`src/rtl/boot_loader.sv`:
```
// Loads a framed symbol stream (4-symbol length, L data, XOR checksum) into program memory and holds the CPU in reset until verified.
// Latency: write outputs are registered one cycle after accept; cpu_rst_n rises on the edge that accepts a matching checksum.
// Backpressure: in_ready is high while a frame can be taken and drops for good in DONE/ERR; gaps in in_valid simply hold state.
module boot_loader #(
    parameter int ADDR_W = 12,
    parameter int DATA_W = 3
) (
    input  logic              clk,
    input  logic              rst_n,
    input  logic [DATA_W-1:0] in_data,
    input  logic              in_valid,
    output logic              in_ready,
    output logic              mem_we,
    output logic [ADDR_W-1:0] mem_addr,
    output logic [DATA_W-1:0] mem_wdata,
    output logic              cpu_rst_n,
    output logic              busy,
    output logic              done,
    output logic              err
);

    localparam int HDR_SYMS = (ADDR_W + DATA_W - 1) / DATA_W;
    localparam int CNT_W    = (HDR_SYMS > 1) ? $clog2(HDR_SYMS) : 1;

    typedef enum logic [2:0] {
        HDR,
        DATA,
        CHK,
        DONE,
        ERR
    } state_t;

    state_t            state;
    logic [CNT_W-1:0]  hdr_cnt;
    logic [ADDR_W-1:0] len;
    logic [ADDR_W-1:0] wr_ptr;
    logic [DATA_W-1:0] xor_acc;
    logic [ADDR_W-1:0] len_shift;
    logic              accept;

    // Length arrives MSB symbol first, so shift left by one symbol per accept.
    assign len_shift = {len[ADDR_W-DATA_W-1:0], in_data};
    assign in_ready  = rst_n && (state == HDR || state == DATA || state == CHK);
    assign accept    = in_valid && in_ready;

    always_ff @(posedge clk) begin
        if (!rst_n) begin
            state     <= HDR;
            hdr_cnt   <= '0;
            len       <= '0;
            wr_ptr    <= '0;
            xor_acc   <= '0;
            mem_we    <= 1'b0;
            mem_addr  <= '0;
            mem_wdata <= '0;
            cpu_rst_n <= 1'b0;
            busy      <= 1'b0;
            done      <= 1'b0;
            err       <= 1'b0;
        end else begin
            mem_we <= 1'b0;
            if (accept) begin
                case (state)
                    HDR: begin
                        busy    <= 1'b1;
                        len     <= len_shift;
                        hdr_cnt <= hdr_cnt + CNT_W'(1);
                        if (hdr_cnt == CNT_W'(HDR_SYMS - 1)) begin
                            state <= (len_shift != '0) ? DATA : CHK;
                        end
                    end
                    DATA: begin
                        mem_we    <= 1'b1;
                        mem_addr  <= wr_ptr;
                        mem_wdata <= in_data;
                        wr_ptr    <= wr_ptr + ADDR_W'(1);
                        xor_acc   <= xor_acc ^ in_data;
                        if (wr_ptr == len - ADDR_W'(1)) begin
                            state <= CHK;
                        end
                    end
                    CHK: begin
                        busy <= 1'b0;
                        if (in_data == xor_acc) begin
                            done      <= 1'b1;
                            cpu_rst_n <= 1'b1;
                            state     <= DONE;
                        end else begin
                            err   <= 1'b1;
                            state <= ERR;
                        end
                    end
                    default: ;
                endcase
            end
        end
    end

endmodule
```
`config.mk`:
```
export PLATFORM = sky130hd
export DESIGN_NAME = boot_loader
export DESIGN_NICKNAME = d
export VERILOG_FILES = /design/src/rtl/boot_loader.sv
export SDC_FILE = /design/constraint.sdc
export NUM_CORES = 1
export LEC_CHECK = 0
export CAP_MARGIN = 0
export CORE_MARGIN = 2
export CORE_UTILIZATION = 60
export CTS_BUF_LIST = sky130_fd_sc_hd__clkbuf_16
export CTS_CLUSTER_SIZE = 40
export DETAILED_ROUTE_END_ITERATION = 7
export PLACE_DENSITY = 0.95
export RECOVER_POWER = 25
export SLEW_MARGIN = 20
export SYNTH_ARGS = -nofsm -noshare
export SYNTH_HDL_FRONTEND = slang
export SYNTH_SLANG_ARGS = --single-unit
```
`constraint.sdc`:
```
create_clock -name clk -period 4.1 [get_ports clk]
set_input_delay 0.82 -clock clk [delete_from_list [all_inputs] [get_ports clk]]
set_output_delay 0.82 -clock clk [all_outputs]
set_load 0.02 [all_outputs]
```
==> results.ini <==
[outcome]
outcome=completed

[cts]
clk_lat_worst_skew_ps=290
clock_tree_from_tritoncts=yes
cts_max_path_buffers=2
postCtsHoldBufs=0
htree_levels=2
cts_resized=0
cts_setup_buffers=0
clk_pin_slew_ps=60
cts-root-buf=sky130_fd_sc_hd__clkbuf_16
cts-buffers-inserted=5
cts_num_sinks=51

[power]
total_power_uw=1040
combPwrFrac_pct=6.9
switching_power_uw=220
pwr-share-clk_pct=44.7
pwr-share-seq_pct=48.4
ir_drop_mv=0.377
power_report.internal_total_uw=822
power.share.switching_pct=21.1
power.static_leakage_uw=0.00121
pd_cells_nw_per_um2=352

[sta]
final.min_clock_period_ps=2870
clock_skew_ps=4.78
max_slew_margin_pct=65.3
setup_violations=0
timing.final.ws_setup_ps=1230
worst_slew_pin_slew_ps=516
unrepaired_setup_endpoints_after_global_routing=no
slew_viol_final=0
totalNegativeSetupSlack_ps=0
min_period_over_period_pct=69.9
fmaxAchievable_mhz=349
timing_hold_violations_final=0

[die]
top_level_ports=27
design.die.area_um2=4760
die_h_um=69.0
placement_rows=23
design.core.area_um2=4030
initial_core_util_pct=62.9
die_w_um=69.0

[synthesis]
synth_compound_area_share_pct=12.3
yosys_warns=0
postSynthRegisterBits=51
synth_area_leaders=sky130_fd_sc_hd__dfxtp_1 (40%), sky130_fd_sc_hd__xor2_1 (5.9%), sky130_fd_sc_hd__nand2_1 (5.6%), sky130_fd_sc_hd__xnor2_1 (5.2%), sky130_fd_sc_hd__a21boi_0 (5.0%)
netlist_area_um2=2530
synthesis.area_per_instance_um2=8.76
synth_ff_type=sky130_fd_sc_hd__dfxtp_1
async_flop_share_pct=0
post_synth_mux_area_share_pct=4.74
syn-num-nets=298
synth_top_family_by_area=simple AND/OR/NAND/NOR gates
post_synth_fa_ha_maj_area_fraction_pct=1.48
ys_types=46
synth_largest_area_cell=sky130_fd_sc_hd__dfxtp_1
number_of_enable_flip_flop_cells_after_synthesis=0
synthSimpleGateAreaFrac_pct=25.6
synth_sequential_area_ratio_pct=40.3
synthCells=289
post_synth_xor_area_fraction_pct=11.1
fraction_of_synthesized_cell_area_taken_by_the_top_area_cell_type_pct=40.3

[grt]
grt_pass1_wl_um=8310
grt.met1_usage_pct=28.0
groute.layer.met2.usage_pct=39.5
globalRouteOverflowTotal=0
grt_start_max_net_pins=53
grt_use_total_pct=23.9
grt.busiest_layer=met2
grt.met3_usage_pct=6.66
grt_antenna_before_repair=0
first_global_vias=1867

[flow_run]
max_cap_viols=0

[placed_design]
dp.cells=349
dpl.hpwl_um=3730
post_placement_setup_slack_ps=1120
placement.io_buffers=26
finalWeightedCongestion=0.926

[cells_and_area]
storage_cell_area_um2=1020
commonest_non_fill_non_tap_cell_in_the_layout=sky130_fd_sc_hd__dfxtp_1
num_antenna_cells=0
layout-drive-gt1-share_pct=5.86
layout.filler_cells=294
nNetsFinal=315
combined_area_of_the_multi_input_logic_cells_um2=1400
mostFrequentLayoutCells=sky130_fd_sc_hd__dfxtp_1 (51), sky130_fd_sc_hd__nand2_1 (38), sky130_fd_sc_hd__nor2b_1 (18)
area_growth_syn_to_layout_pct=17.0
instances_no_fill=357

[route]
wl_per_cell_um=14.2
totalWireLength_um=5080
dr_total_vias=2027
detail_route.iter0.violations=92
via_per_inst=5.68
drt-pass1-iter-count=5
drt.antenna.violating_nets=0
drt_drc_violations_left=0

[setup_path]
data_arrival_at_the_endpoint_of_the_critical_path_ps=2050
crit_path_end_kind=primary output
critical_path_peak_fanout=3
startpoint_type=input pin
timing.reg2reg.setup_slack_ps=1760
path_class=in -> out
cp.required_ps=3280

[hold_path]
min-delay-path-class=reg -> reg

==> path summary, 6_finish.rpt <==
kind                    start          end  depth (start not counted)
setup / recovery        rst_n     in_ready                          3
hold / removal    mem_addr[8]  mem_addr[8]                          2
setup reg to reg       len[2]     state[0]                          6
hold reg to reg   mem_addr[8]  mem_addr[8]                          2
==> worst max-delay path, stage by stage <==
cell	delay [ps]
sky130_fd_sc_hd__clkdlybuf4s50_1	500
sky130_fd_sc_hd__and2_1	130
sky130_fd_sc_hd__clkdlybuf4s50_1	590
==> power by group through the flow <==
stage	clock, uW	combinational, uW	sequential, uW
after detailed placement	0	71.3	516
after global placement	0	68.9	515
after global routing	498	78.5	505
after CTS	479	71.7	504
final	466	71.5	505
after floorplan	0	54.4	514
==> cell usage after synthesis (all sizes together) (2+ instances only) <==
master   n
xor2    17
mux2i   12
nor2     8
and2    16
nand2   38
inv      6
o31a     2
or2      2
a31oi    3
nand4    2
nand3    9
nor4     3
clkbuf  14
nand3b   4
o21ai    3
xnor2   15
a21oi    5
o22ai    2
o21a     2
or3      4
nor3     9
nor2b   18
and3     3
ha       3
nand2b   2
a21boi  17
dfxtp   51
buf      6
o31ai    2
==> cell type report <==
class                           instances  share of cell area [%]
Clock buffer                            5                    4.22
Sequential cell                        51                    34.5
Timing Repair Buffer                   30                    9.80
Tap cell                               50                    2.11
Inverter                                6                   0.760
Multi-Input combinational cell        212                    47.2
Clock inverter                          3                    1.48
==> stage by stage <==
stage / hold WS (ps) / area [um2] / util, %
finish: 464 / 2960 / 73.5
global route: 495 / 2960 / 73.5
CTS: 470 / 2960 / 73.5
detailed placement: 461 / 2790 / 69.3
global placement: 453 / 2790 / 69.3
floorplan: 477 / 2530 / -
==> sequential cells by signal, indices dropped and copies added, names as in the netlist <==
register	flops
mem_wdata	3
hdr_cnt	2
mem_we	1
mem_addr	12
xor_acc	3
busy	1
wr_ptr	12
err	1
len	12
state	3
done	1
==> per-layer routing <==
layer	vias to the layer above	routed length [um]
li1	1012	-
met1	958	2190
met2	43	2480
met3	14	248
met4	0	164
met5	-	0
==> logic make-up (layout without fill, tap and decap cells) <==
| family | Yosys count | in the layout |
|---|---|---|
| AOI/OAI and AO/OA | 43 | 43 |
| buffers and inverters | 26 | 44 |
| muxes | 12 | 12 |
| xor gates and xnor gates | 32 | 32 |
| DFF | 51 | 51 |
| and+or+nand+nor | 122 | 122 |
| adders and majority gates | 3 | 3 |
Power figures use the tool's default switching activity.
